### config.mk
export PLATFORM = sky130hd
export DESIGN_NAME = ram_arbiter
export DESIGN_NICKNAME = d
export VERILOG_FILES = /design/src/rtl/ram_arb_pkg.sv /design/src/rtl/ram_arb_pick.sv /design/src/rtl/ram_arbiter.sv
export SDC_FILE = /design/constraint.sdc
export NUM_CORES = 1
export LEC_CHECK = 0
export ABC_CLOCK_PERIOD_IN_PS = 2200
export BUFFER_PORTS_ARGS = -buffer_cell sky130_fd_sc_hd__buf_2
export CAP_MARGIN = 0
export CORE_ASPECT_RATIO = 1.4
export CORE_MARGIN = 2
export CORE_UTILIZATION = 38
export DETAILED_ROUTE_END_ITERATION = 10
export PLACE_DENSITY = 0.83
export SLEW_MARGIN = 20
export SYNTH_ARGS = -nofsm -noshare
export SYNTH_HDL_FRONTEND = slang
export SYNTH_SLANG_ARGS = --single-unit
### constraint.sdc
create_clock -name clk -period 2.2 [get_ports clk]
set_clock_uncertainty 0.1 [all_clocks]
set_input_delay 0 -clock clk [delete_from_list [all_inputs] [get_ports clk]]
set_output_delay 0 -clock clk [all_outputs]
set_load 0.02 [all_outputs]
### src/rtl/ram_arb_pkg.sv
// ============================================================================
// ram_arb_pkg : shared types and default widths for the RAM arbiter
// Rev 1.0     : initial release
// ============================================================================
`default_nettype none

package ram_arb_pkg;

    localparam int ADDR_W_DEF = 12;
    localparam int DATA_W_DEF = 32;

    typedef enum logic [1:0] {
        ST_IDLE   = 2'd0,
        ST_ACCESS = 2'd1,
        ST_RESP   = 2'd2
    } arb_state_e;

    typedef enum logic {
        PORT_IF = 1'b0,
        PORT_LS = 1'b1
    } port_e;

endpackage : ram_arb_pkg

`default_nettype wire

### src/rtl/ram_arb_pick.sv
// ============================================================================
// ram_arb_pick : combinational two-way picker (fetch vs load/store)
// Config macro : RAM_ARB_RR_EN selects round-robin tie-break, else LS wins
// Rev 1.0      : initial release
// ============================================================================
`default_nettype none

module ram_arb_pick
    import ram_arb_pkg::*;
(
    input  logic if_valid_i,
    input  logic ls_valid_i,
    input  logic last_grant_i,
    output logic winner_o,
    output logic grant_o
);

`ifndef RAM_ARB_RR_EN
    logic unused_last_grant;
    assign unused_last_grant = last_grant_i;
`endif

    always_comb begin
        grant_o = if_valid_i | ls_valid_i;
        if (if_valid_i && ls_valid_i) begin
`ifdef RAM_ARB_RR_EN
            // The port not granted most recently takes the tie.
            winner_o = (last_grant_i == PORT_LS) ? PORT_IF : PORT_LS;
`else
            winner_o = PORT_LS;
`endif
        end else begin
            winner_o = ls_valid_i ? PORT_LS : PORT_IF;
        end
    end

endmodule : ram_arb_pick

`default_nettype wire

### src/rtl/ram_arbiter.sv
// ============================================================================
// ram_arbiter : shares a single-port sync RAM between fetch and load/store
// Config macro: RAM_ARB_RR_EN enables the round-robin last-grant pointer
// Rev 1.0     : initial release
// ============================================================================
`default_nettype none

module ram_arbiter
    import ram_arb_pkg::*;
#(
    parameter int ADDR_W = ADDR_W_DEF,
    parameter int DATA_W = DATA_W_DEF
) (
    input  logic              clk,
    input  logic              rst,
    input  logic              if_req_valid,
    input  logic [ADDR_W-1:0] if_req_addr,
    output logic              if_req_ready,
    output logic              if_rsp_valid,
    output logic [DATA_W-1:0] if_rsp_data,
    input  logic              ls_req_valid,
    input  logic              ls_req_write,
    input  logic [ADDR_W-1:0] ls_req_addr,
    input  logic [DATA_W-1:0] ls_req_wdata,
    output logic              ls_req_ready,
    output logic              ls_rsp_valid,
    output logic [DATA_W-1:0] ls_rsp_data,
    output logic              ram_write,
    output logic [ADDR_W-1:0] ram_addr,
    output logic [DATA_W-1:0] ram_data,
    input  logic [DATA_W-1:0] ram_out,
    output logic              busy
);

    arb_state_e        state_q, state_d;
    logic [ADDR_W-1:0] addr_q,  addr_d;
    logic [DATA_W-1:0] wdata_q, wdata_d;
    logic              write_q, write_d;
    logic              id_q,    id_d;

    logic              winner;
    logic              grant;
    logic              last_grant;
    logic              in_idle;

    assign in_idle = (state_q == ST_IDLE);

    ram_arb_pick u_pick (
        .if_valid_i   (if_req_valid),
        .ls_valid_i   (ls_req_valid),
        .last_grant_i (last_grant),
        .winner_o     (winner),
        .grant_o      (grant)
    );

`ifdef RAM_ARB_RR_EN
    logic last_q;

    always_ff @(posedge clk or posedge rst) begin
        if (rst) begin
            last_q <= PORT_IF;
        end else if (in_idle && grant) begin
            last_q <= winner;
        end
    end

    assign last_grant = last_q;
`else
    assign last_grant = PORT_IF;
`endif

    always_ff @(posedge clk or posedge rst) begin
        if (rst) begin
            state_q <= ST_IDLE;
            addr_q  <= '0;
            wdata_q <= '0;
            write_q <= 1'b0;
            id_q    <= PORT_IF;
        end else begin
            state_q <= state_d;
            addr_q  <= addr_d;
            wdata_q <= wdata_d;
            write_q <= write_d;
            id_q    <= id_d;
        end
    end

    always_comb begin
        state_d = state_q;
        addr_d  = addr_q;
        wdata_d = wdata_q;
        write_d = write_q;
        id_d    = id_q;
        case (state_q)
            ST_IDLE: begin
                if (grant) begin
                    state_d = ST_ACCESS;
                    id_d    = winner;
                    if (winner == PORT_LS) begin
                        addr_d  = ls_req_addr;
                        wdata_d = ls_req_wdata;
                        write_d = ls_req_write;
                    end else begin
                        // Fetches leave the data pins holding their last value.
                        addr_d  = if_req_addr;
                        write_d = 1'b0;
                    end
                end
            end
            ST_ACCESS: state_d = ST_RESP;
            ST_RESP:   state_d = ST_IDLE;
            default:   state_d = ST_IDLE;
        endcase
    end

    assign if_req_ready = in_idle && grant && (winner == PORT_IF);
    assign ls_req_ready = in_idle && grant && (winner == PORT_LS);

    // Write strobe is decoded from state so an async reset drops it at once.
    assign ram_write = (state_q == ST_ACCESS) && write_q;
    assign ram_addr  = addr_q;
    assign ram_data  = wdata_q;

    assign if_rsp_valid = (state_q == ST_RESP) && (id_q == PORT_IF);
    assign ls_rsp_valid = (state_q == ST_RESP) && (id_q == PORT_LS);
    assign if_rsp_data  = if_rsp_valid ? ram_out : '0;
    assign ls_rsp_data  = (ls_rsp_valid && !write_q) ? ram_out : '0;

    assign busy = !in_idle;

endmodule : ram_arbiter

`default_nettype wire
Yosys cells after proc, flatten, opt, wreduce, memory -nomap -nowiden. Index checks and enable logic that the tools add are counted.

Bits of input ports: 93. Logic and storage cells: 32. Output and inout bits: 114. Register bits: 48.

Muxes and demuxes: 8. Bitwise gates (word level): 3. Reduce and logical (&&, ||, !) cells: 13. Eq/ne operators: 3.

Operators with widths (count): $mux 32 (2); $mux 12 (1); $logic_and 1x1->1 (8); $pmux 2 s2 (1); $mux 1 (3); $reduce_and 3->1 (1); $eq 2x1->1 const B (1); $eq 2x2->1 const B (1); $logic_not 1->1 (2); $logic_not 2->1 (1); $mux 2 (1); $ne 2x2->1 const B (1); $not 1->1 (2); $reduce_and 2->1 (1); $or 1x1->1 (1).

Depth between registers and ports, before layout. Gate-level depths: netlist of the first run.

Word-level depth: 4. Mapped depth: 6. Depth with buffers taken out: 3.

Hierarchy. Synthesis of the first run repeated with hierarchy kept, for this count alone.

Cells, all modules: 196. Area total of the unflattened synthesis: 2531.2 µm².

By module, submodules not included: ram_arbiter (area an instance 2521.2 µm², times used 1, cells an instance 194, sequential area each 1201.2 µm²); ram_arb_pick (area an instance 10.0 µm², times used 1, cells an instance 2, sequential area each 0.0 µm²).

Least setup slack after synthesis of the first run. OpenSTA, ideal clock, no wires.

Kind: register -> register. From: reg state_q[0]. To: reg wdata_q[10] (netlist: ram_data[10]). Clock period less this slack: 1.710 ns. Setup time: 0.125 ns. Data arrival time: 1.485 ns. Setup slack: 0.490 ns. Stages on the path, launching flop included: 7. Path buffers: 3. Data required time: 1.975 ns. Cell sequence: dfrtp_1 or2_1 buf_6 nor2_1 buf_4 buf_4 mux2_2.

Word-level cells in the longest chain between the ends: 2.

Ends and longest elaborated chain: from (decl) (line ram_arbiter.sv:35) `arb_state_e state_q, state_d;`; from (signal assigned) (line ram_arbiter.sv:80) `state_q <= state_d;`; $logic_not 2->1 (line ram_arbiter.sv:94) `case (state_q)`; $reduce_and 3->1 (no source line); to (signal assigned) (line ram_arbiter.sv:82) `wdata_q <= wdata_d;`; to (decl) (line ram_arbiter.sv:37) `logic [DATA_W-1:0] wdata_q, wdata_d;`.

No other way between the ends. A chain may end at the register's enable or synchronous reset.

Worst setup path after layout of the first run.
From: reg state_q[0]. To: out if_req_ready.

Word-level cells in the longest chain between the ends: 3.

Ends and longest elaborated chain: $logic_not 2->1 (line ram_arbiter.sv:46) `assign in_idle = (state_q == ST_IDLE);`; $logic_and 1x1->1 (2 in a row) (line ram_arbiter.sv:116) `assign if_req_ready = in_idle && grant && (winner == PORT_IF);`; to (decl) (line ram_arbiter.sv:18) `output logic if_req_ready,`.

No other way between the ends.

==> results of run 1 <==
worst max-delay path, cell delays in order (launching register included):
cell and delay [ps]:
dfrtp_1 410, or2_1 450, or2_2 520, nor2_1 120, buf_2 180
power groups by stage:
stage	clock network [mW]	registers, mW	logic, mW
after floorplan	0	2.08	1.21
after global placement	0	1.57	2.50
after detailed placement	0	1.59	2.57
after CTS	0.565	1.58	2.63
after global routing	0.602	1.65	2.81
final	0.559	1.60	2.66
worst max-delay path by stage:
stage                                       from                        to  slack (ps)  depth (start not counted)
after floorplan           state_q[0]$_DFFE_PP0P_  ram_data[10]$_DFFE_PP0P_         490                          6
after global placement    state_q[0]$_DFFE_PP0P_   ram_addr[2]$_DFFE_PP0N_         330                          3
after detailed placement  state_q[0]$_DFFE_PP0P_   ram_addr[4]$_DFFE_PP0N_         240                          3
after CTS                 state_q[0]$_DFFE_PP0P_              if_req_ready         100                          4
after global routing      state_q[0]$_DFFE_PP0P_              if_req_ready          40                          4
final                     state_q[0]$_DFFE_PP0P_              if_req_ready         120                          4
routing by layer:
layer	global-route usage [%]	part of all wire, %	routed length (um)
met5	0	0.31	27
met4	5.66	1.5	127
met3	8.30	11	907
met2	45.3	55	4690
met1	24.9	33	2830
cell type report:
type	instances	area, um^2	area share, %
clock inverters	2	13.8	0.342
clock buffers	6	82.6	2.05
repair buffers	258	1550	38.5
multi-input cells	132	1070	26.7
well taps	72	90.1	2.24
flip-flops and latches	48	1200	29.9
diodes	1	2.50	0.0622
inverters	3	11.3	0.280
timing repair:
action	CTS	global route
hold endpoints to repair	67	0
setup buffers	0	0
gates resized for setup	0	1
endpoints found under the setup margin	0	1
hold buffers	46	0
registers in the layout, indices dropped and copies added (netlist names):
name	cells
write_q	1
ram_addr	12
id_q	1
ram_data	32
state_q	2
kinds of logic (layout without fill, tap and decap cells):
group / after synthesis / count (layout) / share of synthesized area [%]
AO/OA/AOI/OAI: 14 / 14 / 5.75
buffers and inverters: 20 / 269 / 4.69
flip-flops: 48 / 48 / 50.6
multiplexers: 32 / 32 / 15.2
other: 0 / 1 / 0
AND/OR/NAND/NOR: 86 / 86 / 23.8
stage by stage:
stage | hold WS [ps] | cell area (um^2)
final | 72.8 | 4020
after global placement | -66.6 | 3460
after floorplan | 39.9 | 2370
after global routing | 83.8 | 4020
after CTS | 75.8 | 4020
after detailed placement | -48.4 | 3460
cell usage in the layout (no fill, tap or decap), drive strengths merged:
master | netlist | layout
a21o | 1 | 1
or2 | 2 | 2
nor4b | 12 | 12
inv | 3 | 4
and3b | 1 | 1
a22o | 1 | 1
dlygate4sd3 | 0 | 46
a221o | 12 | 12
nor3b | 1 | 1
mux2 | 32 | 32
dfrtp | 48 | 48
nor2b | 2 | 2
buf | 8 | 212
diode | 0 | 1
and2 | 65 | 65
clkbuf | 9 | 6
clkinv | 0 | 1
nor2 | 3 | 3
==> run summary, run 1 <==
Outcome: complete, no violations
1st-pass router iterations: 4
Post-synth top cells: 65 x and2_1, 48 x dfrtp_1, 32 x mux2_2
H-tree levels: 2
Clk Latency, worst-skew pair: 290 ps
Avg Vias per Cell: 4.88
Max-slew headroom: 62.3%
Total grt overflow: 0
Most frequent cell after synthesis: and2_1
Final setup fails: 0
Power Density: 1200 nW/um^2
Die Y: 97.5 um
Net Sw Power: 2.14 mW
Die area: 6900 um^2
Post-Syn Area: 2370 um^2
Number of instances in the placed design: 467
First-pass GRT wire length: 13,000 um
Mean routed wirelength per cell: 16.4 um
Vias after detailed routing: 2,547
Top cell type's share of synthesized area: 50.6%
Tcrit/Tclk final: 94.6%
Leakage: 2.18 nW
R2R depth: 3
Yosys Warn Count: 0
Final std cells w/o fill: 522
GP Congestion: 0.752
CTS Buffer Depth: 2
FF+latch count, synth: 48
Cell taking the most area after synthesis: dfrtp_1
Pre-CTS setup slack: 240 ps
Post-synth EDFFs: 0
Hold violation count in the final report: 0
Setup Total Neg Slack: 0 ps
Worst reg-to-reg setup slack: 220 ps
Crit path arrival time: 1980 ps
Post-route ant nets: 0
Area Overhead vs Synth: 69.5%
R2R Path Start: state_q[0]$_DFFE_PP0P_
Post-DP HPWL: 6030 um
Tot GR Track Use: 24.0%
Flop pwr share: 33.2%
Register area share after synthesis: 50.6%
Largest net degree at the start of global routing: 36
Ys flop type: dfrtp_1
Clock sinks: 48
Internal power: 2.68 mW
Final core utilization: 65.7%
Synthesized instance count: 200
Max-cap viol count: 0
CTS tree: yes
Comb pwr share: 55.2%
Die Wd: 70.8 um
CP Data Required Time: 2100 ps
Tot Pwr: 4.82 mW
Initial DRC count: 50
Library cells used by synthesis: 17
Setup crit start kind: flop
Hold path start: if_req_addr[7]
Initial antenna violation count: 3
Core region area: 6130 um^2
Worst-path clk slew: 90 ps
Initial Utilization: 38.7%
WL final: 8580 um
Port Buffers: 206
RR Endpoint: ram_addr[4]$_DFFE_PP0N_
CTS root buf: clkbuf_8
I/O Pins: 207
Synthesized Nets: 293
WHS Endpoint: ram_addr[7]$_DFFE_PP0N_
Rows: 34
CTS Buf Count: 5
Clk network pwr share: 11.6%
FMAX: 480 MHz
Layout fillers: 464
Number of global-route vias before repair: 2,527
Slew @ Worst Pin: 566 ps
HP Class: in -> reg
Crit. End Element: output pin
Worst vdd ir: 0.780 mV
Ys async rst share: 100%
Syn Area/Cell: 11.9 um^2
WHS Path Cells: 3
PnR worst setup slack: 119 ps
Sw frac: 44.3%
Setup CP Type: reg -> out
Minimum clock period: 2080 ps
RSZ-0062 raised after global routing: no
CP max FO: 16
Max-slew violations: 0
Layout cell share with drive strength beyond 1: 57.0%
Largest cells by area after synthesis: dfrtp_1 51%, and2_1 17%, mux2_2 15%
Final #Nets: 541
Remaining DRCs: 0
No activity file was read; power rests on OpenSTA's default activity.
==> inputs of run 2 (changes only) <==
ABC_CLOCK_PERIOD_IN_PS = 2150   (was 2200)
clock period = 2.15 ns   (was 2.2 ns; I/O delays follow)
==> run 2 against run 1 <==
Compared with the run above:
- sequential power is 3% higher
- flip-flop and latch count stayed put
- sequential share of layout area is 0.20 points lower
- first-iteration DRC count is 16% higher
- clock-buffer cell count stayed put
- setup slack worse by 17 ps
- worst hold slack worse by 3.9 ps
- die area stayed put
- cell count is 0.96% higher
- total power is 2.8% higher
- critical path depth stayed put
- critical path type unchanged
- largest cell class unchanged
- largest power group unchanged
- highest routed layer unchanged
==> run summary, run 2 (synthesis results as in run 1) <==
Outcome: complete, no violations
Final setup fails: 0 (unchanged)
H-tree levels: 2 (unchanged)
Final #Nets: 544 (+0.55%)
Number of global-route vias before repair: 2,634 (+4.2%)
Crit. End Element: output pin
WP buf/inv: 1 (unchanged)
Setup CP Type: reg -> out
Max-slew headroom: 64.3% (+2.0 points)
Critical-path top delay cell: or2_1
Area Overhead vs Synth: 70.7%
Setup Total Neg Slack: 0 ps (unchanged)
Clock sinks: 48 (unchanged)
HP Class: in -> reg
Post-DP HPWL: 6150 um (+2.0%)
Crit path max-delay family: simple AND/OR/NAND/NOR gates
Cell area after layout: 4050 um^2 (+0.68%)
Initial antenna violation count: 6 (+3)
Worst vdd ir: 0.976 mV (+25%)
Leakage: 2.19 nW (+0.40%)
Clk Latency, worst-skew pair: 300 ps (about the same)
Layout fillers: 471 (+1.5%)
Max-slew violations: 0 (unchanged)
Tcrit/Tclk final: 95.3%
CTS Buffer Depth: 2 (unchanged)
Slew @ Worst Pin: 535 ps (-30.7 ps)
Max reg flops: 32 (unchanged)
CP Data Required Time: 2050 ps (-50 ps)
Max-cap viol count: 0 (unchanged)
Initial DRC count: 58 (+16%)
Seq. cell area: 1200 um^2 (unchanged)
Port Buffers: 206 (unchanged)
CTS root buf: clkbuf_8
Layer with the highest usage: met2
Minimum clock period: 2050 ps
1st-pass router iterations: 4 (unchanged)
Critical path cell sequence: or2_1 > or2_1 > nor2_1 > buf_2
Power Density: 1220 nW/um^2 (+2.1%)
GP Congestion: 0.739 (-1.7%)
Die Wd: 70.8 um (unchanged)
CP max FO: 16 (unchanged)
Met3 Usage GRT: 7.88% (-0.41 points)
Die Y: 97.5 um (unchanged)
Post-route ant nets: 0 (unchanged)
FMAX: 488 MHz
Crit path arrival time: 1950 ps (-30 ps)
Post-CTS Hold Buffers: 47 (+2.2%)
Initial Utilization: 38.7% (unchanged)
Layout cell share with drive strength beyond 1: 56.8% (-0.25 points)
Mean routed wirelength per cell: 16.9 um (+2.6%)
Tot Pwr: 4.96 mW (+2.8%)
CTS tree: yes
Total grt overflow: 0 (unchanged)
Rows: 34 (unchanged)
Core region area: 6130 um^2 (unchanged)
Tot GR Track Use: 25.4% (+1.3 points)
First-pass GRT wire length: 13,700 um (+5.5%)
Vias after detailed routing: 2,576 (+1.1%)
Placed Instance Area: 3480 um^2 (+0.43%)
Setup crit start kind: flop
Avg Vias per Cell: 4.89 (+0.18%)
Hold violation count in the final report: 0 (unchanged)
M1 GR Usage: 26.6% (+1.7 points)
Remaining DRCs: 0 (unchanged)
RSZ-0062 raised after global routing: no
Die area: 6900 um^2 (unchanged)
I/O Pins: 207 (unchanged)
Met2 usage: 44.6% (-0.65 points)
Worst-path clk slew: 90 ps (about the same)
Post-CTS Setup Bufs: 0 (unchanged)
Crit-path max cell delay: 480 ps (-40 ps)
Most frequent cells in the layout: 206 x buf_2, 65 x and2_1, 48 x dfrtp_1, 47 x dlygate4sd3_1, 32 x mux2_2
WL final: 8890 um (+3.6%)
Most common cell after layout, fill and taps aside: buf_2
CTS Buf Count: 5 (unchanged)
Most used cell, CP: or2_1
CTS-repair resized insts: 0 (unchanged)
Largest net degree at the start of global routing: 36 (unchanged)
Multi-input logic area: 1070 um^2 (unchanged)
==> run 2: changes by cell type in the layout (fill, tap and decap cells not counted), sizes merged <==
cell and delta:
inv -1, buf +2, dlygate4sd3 +1, diode +3
==> run 2: tightest hold or removal path, cell delays in order <==
cell	delay, ps
buf_2	80
nor4b_1	220
a221o_1	150
==> run 2: path summary, 6_finish.rpt <==
kind                                       endpoint                   start  slack (ps)  cells after the start
min in group asynchronous  ram_data[22]$_DFFE_PP0P_                     rst         600                      4
max in group asynchronous   ram_data[6]$_DFFE_PP0P_                     rst         860                      5
min                        ram_addr[10]$_DFFE_PP0N_         if_req_addr[10]          70                      3
max reg2reg                 ram_addr[8]$_DFFE_PP0N_  state_q[0]$_DFFE_PP0P_         280                      3
min reg2reg                  state_q[1]$_DFFE_PP0P_  state_q[1]$_DFFE_PP0P_         390                      1
max                                    if_req_ready  state_q[0]$_DFFE_PP0P_         100                      4
==> run 2: power by group <==
part           internal, mW  switching (mW)
combinational          1.14            1.61
sequential             1.36           0.289
clock                 0.257           0.301
==> run 2: area by class of cell <==
class | instances | share of cell area (%)
timing repair buffer | 261 | 38.9
clock inverter | 1 | 0.216
inverter | 3 | 0.278
clock buffer | 6 | 2.04
multi-input combinational | 132 | 26.5
tap | 72 | 2.22
antenna | 4 | 0.247
sequential | 48 | 29.6
==> run 2: metal layers <==
layer  part of all wire (%)  wire length (um)
met5                   0.27                24
met4                    4.6               406
met3                    9.3               830
met2                     51              4550
met1                     35              3080
==> run 2: metrics by stage <==
stage               cells  worst slack [ps]  hold slack [ps]  utilization, %
floorplan             200               440             39.9               -
global placement      469               354             -232            56.8
detailed placement    469               313             -233            56.8
CTS                   523               104             56.1            66.0
global route          527              17.8             80.5            66.1
finish                527               102             68.9            66.1
==> inputs of run 3 (changes only) <==
CORE_UTILIZATION = 39   (was 38)
CTS_BUF_LIST = sky130_fd_sc_hd__clkbuf_4 sky130_fd_sc_hd__clkbuf_8   (was default)
PLACE_DENSITY = 0.84   (was 0.83)
==> run 3 against run 2 <==
Compared with the run above:
- clock-buffer cell count shrank 1
- non-clock buffer count is the same
- combinational power is essentially flat
- cell count shrank 0.38%
- critical path depth is the same
- global-route usage grew 1.9 points
- via count grew 1.6%
- sequential power is essentially flat
- design area shrank 0.37%
- die area shrank 2.4%
- first-iteration DRC count grew 24%
- sequential share of layout area grew 0.11 points
- highest routed layer unchanged
==> run summary, run 3 (synthesis results as in run 1) <==
CTS root buf: clkbuf_8
Total grt overflow: 0 (unchanged)
Met2 usage: 49.8% (+5.2 points)
Most used cell, CP: or2_1
M1 GR Usage: 27.1% (+0.46 points)
Worst-path clk slew: 100 ps (about the same)
GP Congestion: 0.747 (+1.1%)
Outcome: complete, no violations
Crit path arrival time: 1910 ps (-40 ps)
Avg Vias per Cell: 4.98 (+1.9%)
Hold violation count in the final report: 0 (unchanged)
Layout cell share with drive strength beyond 1: 57.0% (+0.22 points)
Min Hold Slack: 71.8 ps (+2.91 ps)
Multi-input logic area: 1070 um^2 (unchanged)
Clock sinks: 48 (unchanged)
Max-slew violations: 0 (unchanged)
Final #Nets: 544 (unchanged)
Slew @ Worst Pin: 570 ps (+34.7 ps)
Post-DP HPWL: 6220 um (+1.0%)
CTS Buf Count: 5 (unchanged)
Max-cap viol count: 0 (unchanged)
Most common cell after layout, fill and taps aside: buf_2
Clk Latency, worst-skew pair: 300 ps (about the same)
Number of global-route vias before repair: 2,658 (+0.91%)
HP Class: in -> reg
Layer with the highest usage: met2
Initial antenna violation count: 6 (unchanged)
Worst reg-to-reg setup slack: 290 ps (about the same)
Setup crit start kind: flop
Die Y: 96.3 um (-1.2%)
Final setup fails: 0 (unchanged)
Final std cells w/o fill: 525 (-0.38%)
Mean routed wirelength per cell: 17.7 um (+5.1%)
RSZ-0062 raised after global routing: no
Hold path start: if_req_addr[3]
Crit. End Element: output pin
First-pass GRT wire length: 13,900 um (+2.0%)
Number of instances in the placed design: 468 (-0.21%)
Core region area: 5860 um^2 (-4.3%)
Critical-path top delay cell: or2_1
Setup CP Type: reg -> out
WL final: 9310 um (+4.7%)
Die Wd: 69.9 um (-1.2%)
FMAX: 498 MHz (+2.0%)
Crit path max-delay family: simple AND/OR/NAND/NOR gates
Rows: 33 (-2.9%)
Max-slew headroom: 62.0% (-2.3 points)
Layout fillers: 416 (-12%)
Vias after detailed routing: 2,616 (+1.6%)
Critical path cell sequence: or2_1 > or2_1 > nor2_1 > buf_2
CTS tree: yes
Die area: 6730 um^2 (-2.4%)
R2R Path Start: state_q[0]$_DFFE_PP0P_
WP buf/inv: 1 (unchanged)
Tot GR Track Use: 27.2% (+1.9 points)
Max reg flops: 32 (unchanged)
Most frequent cells in the layout: 206 x buf_2, 65 x and2_1, 48 x dfrtp_1, 46 x dlygate4sd3_1, 32 x mux2_2
1st-pass router iterations: 4 (unchanged)
Tot Pwr: 4.97 mW (+0.34%)
R2R depth: 4 (+1)
Tcrit/Tclk final: 93.4% (-1.8 points)
Remaining DRCs: 0 (unchanged)
CTS-repair resized insts: 0 (unchanged)
CTS Buffer Depth: 2 (unchanged)
Initial DRC count: 72 (+24%)
Largest net degree at the start of global routing: 34 (-5.6%)
Seq. cell area: 1200 um^2 (unchanged)
I/O Pins: 207 (unchanged)
WHS Endpoint: ram_addr[3]$_DFFE_PP0N_
WHS Path Cells: 3 (unchanged)
Worst vdd ir: 1.05 mV (+7.5%)
Power Density: 1230 nW/um^2 (+0.72%)
Initial Utilization: 40.5% (+1.7 points)
H-tree levels: 2 (unchanged)
Port Buffers: 206 (unchanged)
Met3 Usage GRT: 11.0% (+3.1 points)
CP max FO: 16 (unchanged)
Pre-CTS setup slack: 361 ps (+47.1 ps)
Post-route ant nets: 0 (unchanged)
RR Endpoint: ram_data[15]$_DFFE_PP0P_
Leakage: 2.19 nW (-0.29%)
Crit-path max cell delay: 470 ps (about the same)
Setup Total Neg Slack: 0 ps (unchanged)
PnR worst setup slack: 142 ps (+39.8 ps)
CP Data Required Time: 2050 ps (about the same)
Area Overhead vs Synth: 70.1%
Minimum clock period: 2010 ps (-39.8 ps)
## run 3: cell count changes in the layout (fill, tap and decap cells not counted), sizes merged
cell	before	now
buf	214	215
clkbuf	6	5
clkinvlp	0	1
dlygate4sd3	47	46
## run 3: worst register-to-register path: stages (launching register included)
cell and delay (ps):
dfrtp_1 420, or2_1 330, nor2_4 280, buf_12 230, mux2_2 380
## run 3: stage by stage
stage	area, um^2	util [%]
3_5_place_dp	3480	59.4
2_1_floorplan	2370	-
5_1_grt	4030	68.8
4_1_cts	4030	68.7
6_report	4040	68.8
3_3_place_gp	3480	59.4
## run 3: worst max path at each step
stage                                     endpoint              startpoint  cells past startpoint
after floorplan           ram_data[10]$_DFFE_PP0P_  state_q[0]$_DFFE_PP0P_                      6
after global placement     ram_addr[0]$_DFFE_PP0N_  state_q[0]$_DFFE_PP0P_                      3
after global routing                  if_req_ready  state_q[0]$_DFFE_PP0P_                      4
after detailed placement  ram_addr[11]$_DFFE_PP0N_  state_q[0]$_DFFE_PP0P_                      3
final                                 if_req_ready  state_q[0]$_DFFE_PP0P_                      4
after CTS                             if_req_ready  state_q[0]$_DFFE_PP0P_                      4
## run 3: layer usage
| metal | up-vias | part of all wire (%) |
|---|---|---|
| met5 | - | 0.29 |
| met1 | 1218 | 34 |
| met4 | 4 | 2.9 |
| met2 | 185 | 52 |
| li1 | 1187 | - |
| met3 | 22 | 11 |
## run 3: cell type report
cell class / count / share of cell area [%]
Timing Repair Buffer: 261 / 38.9
Inverter: 3 / 0.279
Antenna cell: 4 / 0.248
Sequential cell: 48 / 29.8
Tap cell: 70 / 2.17
Clock buffer: 5 / 1.70
Multi-Input combinational cell: 132 / 26.6
Clock inverter: 2 / 0.310
## run 3: power breakdown
group / switching, mW / internal (mW)
Combinational: 1.64 / 1.14
Clock: 0.304 / 0.221
Sequential: 0.303 / 1.36
Total: 2.25 / 2.73
## run 3: what timing repair did
item	in CTS	in global routing
hold buffers	46	0
setup buffers	0	0
endpoints found under the setup margin	0	0
endpoints found under the hold margin	67	0
